$ cat src/rtl/ex_div_ctrl_pkg.sv
// Shared core definitions: divider FSM states, divide funct codes,
// ALU operand-select codes and small operand helpers.
package ex_div_ctrl_pkg;

  localparam int unsigned XLEN = 32;

  // Step counter value loaded at the start of a divide (32 steps: 31..0).
  localparam logic [4:0] DIV_FIRST_STEP = 5'd31;

  // Divider FSM states (2-bit encoding).
  typedef enum logic [1:0] {
    ST_IDLE = 2'b00,
    ST_CALC = 2'b01,
    ST_FIX  = 2'b10,
    ST_DONE = 2'b11
  } div_state_e;

  // Divide/remainder operation codes.
  typedef enum logic [1:0] {
    FN_DIV  = 2'b00,
    FN_DIVU = 2'b01,
    FN_REM  = 2'b10,
    FN_REMU = 2'b11
  } div_funct_e;

  // ALU operand-select codes used by the EX-stage operand muxes.
  typedef enum logic [1:0] {
    OP_SEL_REG = 2'b00,
    OP_SEL_IMM = 2'b01,
    OP_SEL_PC  = 2'b10,
    OP_SEL_FWD = 2'b11
  } alu_op_sel_e;

  // DIV and REM are the signed variants (funct bit 0 clear).
  function automatic logic funct_is_signed(input logic [1:0] f);
    return ~f[0];
  endfunction

  // REM and REMU return the remainder (funct bit 1 set).
  function automatic logic funct_is_rem(input logic [1:0] f);
    return f[1];
  endfunction

  // Magnitude of a two's complement value when en is set, raw value otherwise.
  function automatic logic [XLEN-1:0] abs_val(input logic [XLEN-1:0] x, input logic en);
    return (en && x[XLEN-1]) ? (~x + 1'b1) : x;
  endfunction

endpackage

$ cat src/rtl/div_step.sv
// One restoring division step: shift the next dividend bit into the partial
// remainder, trial-subtract the divisor over 33 bits, emit one quotient bit.
module div_step
  import ex_div_ctrl_pkg::*;
(
  input  logic [XLEN-1:0] rem_i,
  input  logic            dividend_msb_i,
  input  logic [XLEN-1:0] divisor_i,
  output logic [XLEN-1:0] rem_o,
  output logic            qbit_o
);

  logic [XLEN:0] shifted;

  assign shifted = {rem_i, dividend_msb_i};

  // The trial subtract succeeds when the 33-bit shifted remainder covers the
  // divisor; the accepted difference is then below the divisor, so the low
  // 32 bits of the subtraction are the full new remainder.
  assign qbit_o = (shifted >= {1'b0, divisor_i});
  assign rem_o  = qbit_o ? (shifted[XLEN-1:0] - divisor_i) : shifted[XLEN-1:0];

endmodule

$ cat src/rtl/ex_div_ctrl.sv
// EX-stage iterative divider controller: 32-step restoring divide with sign
// fix-up, single-cycle special cases, pipeline stall and flush handling.
module ex_div_ctrl
  import ex_div_ctrl_pkg::*;
(
  input  logic            clk,
  input  logic            rst_n,
  input  logic            start,
  input  logic [1:0]      funct,
  input  logic [XLEN-1:0] dividend,
  input  logic [XLEN-1:0] divisor,
  input  logic            flush,
  output logic            stall,
  output logic            busy,
  output logic            done,
  output logic [XLEN-1:0] result
);

  div_state_e      state_q, state_d;
  logic [4:0]      count_q, count_d;
  logic [XLEN-1:0] quot_q, quot_d;     // dividend shifts out as quotient shifts in
  logic [XLEN-1:0] rem_q, rem_d;
  logic [XLEN-1:0] dvs_q, dvs_d;       // divisor magnitude
  logic [XLEN-1:0] result_q, result_d;
  logic            is_rem_q, is_rem_d;
  logic            neg_quot_q, neg_quot_d;
  logic            neg_rem_q, neg_rem_d;

  logic            op_signed;
  logic            div_by_zero;
  logic            signed_ovf;
  logic            step_qbit;
  logic [XLEN-1:0] step_rem;
  logic [XLEN-1:0] quot_fixed;
  logic [XLEN-1:0] rem_fixed;
  logic            stall_raw;

  div_step u_div_step (
    .rem_i          (rem_q),
    .dividend_msb_i (quot_q[XLEN-1]),
    .divisor_i      (dvs_q),
    .rem_o          (step_rem),
    .qbit_o         (step_qbit)
  );

  assign op_signed   = funct_is_signed(funct);
  assign div_by_zero = (divisor == '0);
  assign signed_ovf  = op_signed && (dividend == 32'h8000_0000) && (divisor == 32'hFFFF_FFFF);
  assign quot_fixed  = neg_quot_q ? (~quot_q + 1'b1) : quot_q;
  assign rem_fixed   = neg_rem_q  ? (~rem_q  + 1'b1) : rem_q;

  // Next-state and output decode; flush overrides every transition.
  always_comb begin
    state_d    = state_q;
    count_d    = count_q;
    quot_d     = quot_q;
    rem_d      = rem_q;
    dvs_d      = dvs_q;
    result_d   = result_q;
    is_rem_d   = is_rem_q;
    neg_quot_d = neg_quot_q;
    neg_rem_d  = neg_rem_q;
    stall_raw  = 1'b0;
    busy       = (state_q != ST_IDLE);
    done       = 1'b0;

    case (state_q)
      ST_IDLE: begin
        stall_raw = start;
        if (start && !flush) begin
          is_rem_d   = funct_is_rem(funct);
          neg_quot_d = 1'b0;
          neg_rem_d  = 1'b0;
          if (div_by_zero) begin
            quot_d   = 32'hFFFF_FFFF;
            rem_d    = dividend;
            result_d = funct_is_rem(funct) ? dividend : 32'hFFFF_FFFF;
            state_d  = ST_DONE;
          end else if (signed_ovf) begin
            quot_d   = 32'h8000_0000;
            rem_d    = '0;
            result_d = funct_is_rem(funct) ? '0 : 32'h8000_0000;
            state_d  = ST_DONE;
          end else begin
            quot_d     = abs_val(dividend, op_signed);
            dvs_d      = abs_val(divisor, op_signed);
            rem_d      = '0;
            count_d    = DIV_FIRST_STEP;
            neg_quot_d = op_signed && (dividend[XLEN-1] ^ divisor[XLEN-1]);
            neg_rem_d  = op_signed && dividend[XLEN-1];
            state_d    = ST_CALC;
          end
        end
      end
      ST_CALC: begin
        stall_raw = 1'b1;
        quot_d    = {quot_q[XLEN-2:0], step_qbit};
        rem_d     = step_rem;
        if (count_q == 5'd0) begin
          state_d = ST_FIX;
        end else begin
          count_d = count_q - 5'd1;
        end
      end
      ST_FIX: begin
        stall_raw = 1'b1;
        quot_d    = quot_fixed;
        rem_d     = rem_fixed;
        result_d  = is_rem_q ? rem_fixed : quot_fixed;
        state_d   = ST_DONE;
      end
      ST_DONE: begin
        done    = 1'b1;
        state_d = ST_IDLE;
      end
      default: begin
        state_d = ST_IDLE;
      end
    endcase

    if (flush) begin
      state_d  = ST_IDLE;
      result_d = result_q;
    end
  end

  // Stall is forced low while reset is held, whatever start is doing.
  assign stall  = stall_raw & rst_n;
  assign result = result_q;

  // State and datapath registers with asynchronous active-low reset.
  always_ff @(posedge clk or negedge rst_n) begin
    if (!rst_n) begin
      state_q    <= ST_IDLE;
      count_q    <= '0;
      quot_q     <= '0;
      rem_q      <= '0;
      dvs_q      <= '0;
      result_q   <= '0;
      is_rem_q   <= 1'b0;
      neg_quot_q <= 1'b0;
      neg_rem_q  <= 1'b0;
    end else begin
      state_q    <= state_d;
      count_q    <= count_d;
      quot_q     <= quot_d;
      rem_q      <= rem_d;
      dvs_q      <= dvs_d;
      result_q   <= result_d;
      is_rem_q   <= is_rem_d;
      neg_quot_q <= neg_quot_d;
      neg_rem_q  <= neg_rem_d;
    end
  end

endmodule

$ cat config.mk
export PLATFORM = sky130hd
export DESIGN_NAME = ex_div_ctrl
export DESIGN_NICKNAME = d
export VERILOG_FILES = /design/src/rtl/ex_div_ctrl_pkg.sv /design/src/rtl/div_step.sv /design/src/rtl/ex_div_ctrl.sv
export SDC_FILE = /design/constraint.sdc
export NUM_CORES = 1
export LEC_CHECK = 0
export BUFFER_PORTS_ARGS = -buffer_cell sky130_fd_sc_hd__buf_2
export CAP_MARGIN = 10
export CORE_MARGIN = 3
export CORE_UTILIZATION = 33
export DETAILED_ROUTE_END_ITERATION = 7
export GPL_TIMING_DRIVEN = 0
export HOLD_SLACK_MARGIN = 0.12
export PLACE_DENSITY = 0.49
export SYNTH_ARGS = -nofsm -noshare
export SYNTH_HDL_FRONTEND = slang
export SYNTH_HIERARCHICAL = 1
export SYNTH_SLANG_ARGS = --single-unit
$ cat constraint.sdc
create_clock -name clk -period 3.68 [get_ports clk]
set_clock_uncertainty 0.15 [all_clocks]
set_input_delay 0.184 -clock clk [delete_from_list [all_inputs] [get_ports clk]]
set_output_delay 0.184 -clock clk [all_outputs]
set_load 0.005 [all_outputs]
Word level (Yosys, flattened, before mapping)
Cells that the tools add are included.
{"block": "word_totals", "in_bits": 70, "out_inout_bits": 35, "reg_bits": 138}
{"block": "op_classes", "n_mux": 36, "n_reduce_logical": 21, "bitwise": 10, "order_cmp": 1, "add_sub_neg": 6, "n_eq_ne": 12}
{"operator": "$mux 32", "n": 16}
{"operator": "$pmux 32 s3", "n": 2}
{"operator": "$add 32x1->32 const B", "n": 4}
{"operator": "$not 32->32", "n": 4}
{"operator": "$eq 32x32->1 const B", "n": 2}
{"operator": "$pmux 32 s2", "n": 1}
{"operator": "$ge 33x32->1", "n": 1}
{"operator": "$logic_not 32->1", "n": 1}
{"operator": "$sub 32x32->32", "n": 1}
{"operator": "$mux 5", "n": 4}
{"operator": "$mux 2", "n": 5}
{"operator": "$pmux 5 s2", "n": 1}
{"operator": "$ne 3x3->1 const B", "n": 3}
{"operator": "$ne 2x2->1 const B", "n": 4}
{"operator": "$pmux 2 s4", "n": 1}
{"operator": "$reduce_and 4->1", "n": 2}
{"operator": "$logic_and 1x1->1", "n": 6}
{"operator": "$reduce_and 2->1", "n": 3}
{"operator": "$reduce_bool 2->1", "n": 3}
{"operator": "$logic_not 5->1", "n": 1}
{"operator": "$mux 1", "n": 5}
{"operator": "$reduce_and 5->1", "n": 1}
{"operator": "$sub 5x1->5 const B", "n": 1}
{"operator": "$eq 2x2->1 const B", "n": 2}
{"operator": "9 further kinds", "n": 12}

Longest topological paths before layout
{"block": "logic_depth", "depth_word": 8, "mapped_depth": 17, "depth_no_buf": 14}

Modules after synthesis
The synthesis kept the hierarchy.
{"module": "ex_div_ctrl", "n_inst": 1, "area_each_um2": 11039.3, "seq_area_each_um2": 3453.3, "cells_per_inst": 1321}
{"module": "div_step", "n_inst": 1, "area_each_um2": 2612.5, "seq_area_each_um2": 0.0, "cells_per_inst": 354}

Worst setup path before layout
Ideal clock, no wire load.
{"block": "synth_path", "path_type": "reg-to-reg", "from": "reg rem_q[5]", "to": "reg rem_q[4]", "setup_slack_ps": 323, "n_path_buf": 3, "arrival_ps": 3071, "path_stages_with_launch": 16, "required_time_ps": 3395, "cell_sequence": "dfrtp_1 ha_1 buf_6 a21o_1 a211o_1 a21o_1 a21oi_4 o41ai_4 a21oi_2 a21o_1 buf_6 buf_12 mux2_4 a22o_1 a21oi_1 o21ai_0"}
{"block": "synth_via", "elab_chain_cells": 3}
{"element": "start, declared", "line_no": "ex_div_ctrl.sv:22", "text": "logic [XLEN-1:0] rem_q, rem_d;"}
{"element": "start signal, assigned", "line_no": "ex_div_ctrl.sv:147", "text": "rem_q <= rem_d;"}
{"element": "$ge 33x32->1", "line_no": "div_step.sv:20", "text": "assign qbit_o = (shifted >= {1'b0, divisor_i});"}
{"element": "$mux 32", "line_no": "div_step.sv:21", "text": "assign rem_o = qbit_o ? (shifted[XLEN-1:0] - divisor_i) : shifted[XLEN-1:0];"}
{"element": "via step_rem[4]", "line_no": "ex_div_ctrl.sv:33", "text": "logic [XLEN-1:0] step_rem;"}
{"element": "$pmux 32 s3", "line_no": "ex_div_ctrl.sv:67", "text": "case (state_q)"}
The timed path passes the listed nets, and every way through them passes these cells.
A chain may end at the register's enable or synchronous reset.

Worst setup path in the final report
{"block": "layout_path", "from": "in divisor[1]", "to": "reg result_q[16], in the netlist result[16]"}
{"block": "layout_via", "elab_chain_cells": 4, "word_cells_on_any_way": 8, "classes_between": "eq/ne (2); mux (3); reduce/logical (3)"}
{"element": "start, declared", "line_no": "ex_div_ctrl.sv:11", "text": "input logic [XLEN-1:0] divisor,"}
{"element": "$eq 32x32->1 or $logic_not 32->1 (tied branches)", "line_no": "ex_div_ctrl.sv:48, ex_div_ctrl.sv:47"}
{"element": "$logic_and 1x1->1 or $mux 32 (tied branches)", "line_no": "ex_div_ctrl.sv:48, ex_div_ctrl.sv:74"}
{"element": "$ne 3x3->1 (no source line) or $mux 32 (tied branches)"}
{"element": "$reduce_and 4->1 (no source line) or $pmux 32 s2 (tied branches)"}
{"element": "end signal, assigned", "line_no": "ex_div_ctrl.sv:149", "text": "result_q <= result_d;"}
{"element": "end, declared", "line_no": "ex_div_ctrl.sv:24", "text": "logic [XLEN-1:0] result_q, result_d;"}
Parallel ways exist; a longest one is shown, timed or not. The select of a mux whose other input is x is not followed.

==> flow_summary.json <==
{
  "mean_instance_size_in_the_synthesized_netlist_um2": 8.150,
  "period_minus_slack_ps": 3743,
  "fillers": 4172,
  "wire_length_of_the_first_global_routing_pass_mm": 87.66,
  "ys_async_sr_fraction": 1.000,
  "finalHoldViolations": 0,
  "power_density_nw_per_um2": 1066,
  "crit-reg2reg-launch": "state_q[0]$_DFFE_PN0P_",
  "synth.most_common_cell": "nand2_1",
  "criticalPathCategory": "in2reg",
  "gp_congestion": 0.9645,
  "io_pins": 105,
  "hold_path.class": "in2reg",
  "finalCritPeriodShare": 1.017,
  "met2_length_mm": 26.98,
  "highest_ir_drop_seen_on_vdd_uv": 369.2,
  "design.final.nets": 1985,
  "most_used_flip_flop_cell_after_synthesis": "dfrtp_1",
  "slew-limit-headroom": 0.2534,
  "wl_per_cell_um": 24.65,
  "globalRoute.totalOverflow": 0,
  "synth_top_area_share": 0.2530,
  "worst_hold_path.num_cells": 3,
  "critical_path.endpoint_type": "register",
  "seq_area_frac_synth": 0.2530,
  "max_clock_freq_mhz": 267.1,
  "failed_checks": "setup timing",
  "critical_path.max_fanout": 10,
  "cts_max_path_buffers": 2,
  "die_area_um2": 43850,
  "totalWireLength_mm": 59.33,
  "dr.pass1.iters": 8,
  "yosys_warnings": 6,
  "die_width_um": 209.4,
  "pre_cts_ws_ps": -520.3,
  "clk_transition_reported_paths_ps": 60,
  "floorplan.die.height_um": 209.4,
  "mappedNetlistArea_um2": 13650,
  "placedInstanceArea_um2": 14840,
  "number_of_drc_markers_in_iteration_0": 1531,
  "rsz_0062_raised_after_global_routing": "true",
  "final.setup.worst_slack_ps": -63.30,
  "routed_via_density": 5.900,
  "synthDominantAreaCellType": "dfrtp_1",
  "maxCapViolations": 0,
  "worstHoldStart": "dividend[25]",
  "floorplan.initialDensity": 0.3389,
  "cts_made_buffers": 17,
  "worstSetupStartpoint": "divisor[1]",
  "final_cell_area_um2": 16520,
  "buffer_ports.inserted": 100,
  "cts_max_level": 4,
  "clkSinkCount": 138,
  "hpwl_mm": 45.19,
  "netlist_instances": 1675,
  "timing.final.setup_violations": 21,
  "wl_met1_mm": 25.96,
  "met3_length_mm": 3.422,
  "worst_ep_arrival_time_ps": 3890,
  "detail_route.drc_violations": 0,
  "fin_setup_tns_ps": -710.0,
  "setup.worst_path.start_class": "input port",
  "detail-route-antenna-nets": 0,
  "routed_vias": 14200,
  "timing.critical_path.required_ps": 3820,
  "placementRows": 73,
  "total_count_of_max_transition_violations_in_the_final_report": 0,
  "synth-seq-cells": 138,
  "post_synth_main_area_contributors": "dfrtp_1 (25%), xnor2_1 (5.3%), a21oi_1 (4.8%)",
  "antenna_found_initial": 0,
  "cts_root_buf": "clkbuf_16",
  "reg2reg_depth": 7,
  "topRoutingLayerUsed": "met4",
  "grt_pass1_vias": 13710,
  "timing_worst_slew_pin_value_ps": 1120,
  "synth_nets": 1789,
  "standard_cell_core_area_um2": 40280,
  "regArea_um2": 3461,
  "final_layout_size_suffix_gt1_frac": 0.1817,
  "tritoncts": "built",
  "number_of_enable_type_register_cells_in_the_synthesized_netlist": 0,
  "antenna_cells": 0,
  "clkLatencyLatePin_ps": 450,
  "grt_util_all_layers": 0.2614,
  "run_status": "complete, but fails checks",
  "multi_input_gate_area_um2": 9533,
  "post_synth_num_cell_types": 94,
  "leakagePower_uw": 0.006752,
  "synth.top_cells.by_count": "nand2_1 (145), dfrtp_1 (138), a21oi_1 (132)",
  "area.growth.synth_to_final_pct": 20.98,
  "maximum_number_of_pins_on_one_net_before_global_route_repair": 76
}
==> cell usage in the layout, fill, tap and decap left out, types with 33 or more instances in the layout <==
| master | count |
|---|---|
| a211oi_1 | 43 |
| a21oi_1 | 126 |
| buf_2 | 108 |
| clkbuf_1 | 89 |
| dfrtp_1 | 132 |
| dlygate4sd3_1 | 66 |
| ha_1 | 33 |
| inv_1 | 78 |
| mux2_2 | 58 |
| nand2_1 | 145 |
| nor2_1 | 113 |
| nor3_1 | 44 |
| o21ai_0 | 88 |
| o31ai_1 | 37 |
| xnor2_1 | 83 |
| xor2_1 | 52 |
==> layout make-up <==
class | instances | area share
flip-flops and latches | 138 | 0.2095
multi-input cells | 1326 | 0.5772
clock buffers | 23 | 0.02955
well taps | 525 | 0.03977
plain buffers | 120 | 0.03455
clock inverters | 7 | 0.006970
inverters | 80 | 0.01841
repair buffers | 188 | 0.08402
==> critical path, stage by stage <==
cell and delay, ps:
buf_2 120, inv_1 70, ha_1 180, or4b_1 520, nor3b_1 670, nand4_2 630, nor2_4 500, buf_2 380
o21ai_0 170, a41oi_1 440
==> report_power, final <==
part / total, uW / switching, uW / leakage, uW / internal [uW]
Clock: 1860 / 731 / 0.000291 / 1130
Sequential: 3110 / 845 / 0.00167 / 2260
Combinational: 12600 / 7340 / 0.00479 / 5290
Total: 17600 / 8920 / 0.00675 / 8680
==> per-stage QoR <==
stage	util	hold WS, ps	total power (uW)	instances
after floorplan	-	-261.6	11120	1675
after global placement	0.3677	261.6	14550	2300
after detailed placement	0.3685	74.59	14630	2301
after CTS	0.4025	133.5	16790	2396
after global routing	0.4100	166.1	18730	2407
final	0.4100	143.6	17600	2407
==> layer usage <==
| metal | track usage | vias to the layer above |
|---|---|---|
| met5 | 0 | - |
| li1 | - | 6576 |
| met3 | 0.03154 | 121 |
| met2 | 0.4168 | 598 |
| met4 | 0.1309 | 0 |
| met1 | 0.3497 | 6906 |
==> final timing paths <==
path                                          endpoint  slack (ps)
worst max register to register  quot_q[29]$_DFFE_PN0P_         -50
worst min-delay path             rem_q[25]$_DFFE_PN0P_         140
worst min register to register  result[10]$_DFFE_PN0P_         350
min in group asynchronous       result[22]$_DFFE_PN0P_         150
worst max-delay path            result[16]$_DFFE_PN0P_         -60
max in group asynchronous         rem_q[2]$_DFFE_PN0P_        2360
==> logic make-up (layout without fill, tap and decap cells) <==
logic type      count (synthesis)  in the layout  synth area share
compound gates                525            525            0.2700
xor+xnor                      135            135           0.08661
fa+ha+maj                      44             44           0.04088
buf+inv                       211            418           0.06599
flops                         138            138            0.2530
mux                           100            100           0.08817
simple gates                  522            522            0.1954
==> state kept, by name, indices dropped and copies added, names as in the netlist <==
name,cells
dvs_q,32
neg_rem_q,1
state_q,2
is_rem_q,1
result,32
count_q,5
rem_q,32
quot_q,32
neg_quot_q,1
==> what timing repair did <==
action / CTS / global route
cloned: 0 / 2
gates resized for setup: 17 / 39
endpoints found under the setup margin: 54 / 59
hold buffers: 66 / 0
pin swaps: 3 / 9
buffers inserted: 4 / 15
endpoints found under the hold margin: 139 / 0
No activity file was read; power rests on OpenSTA's default activity.
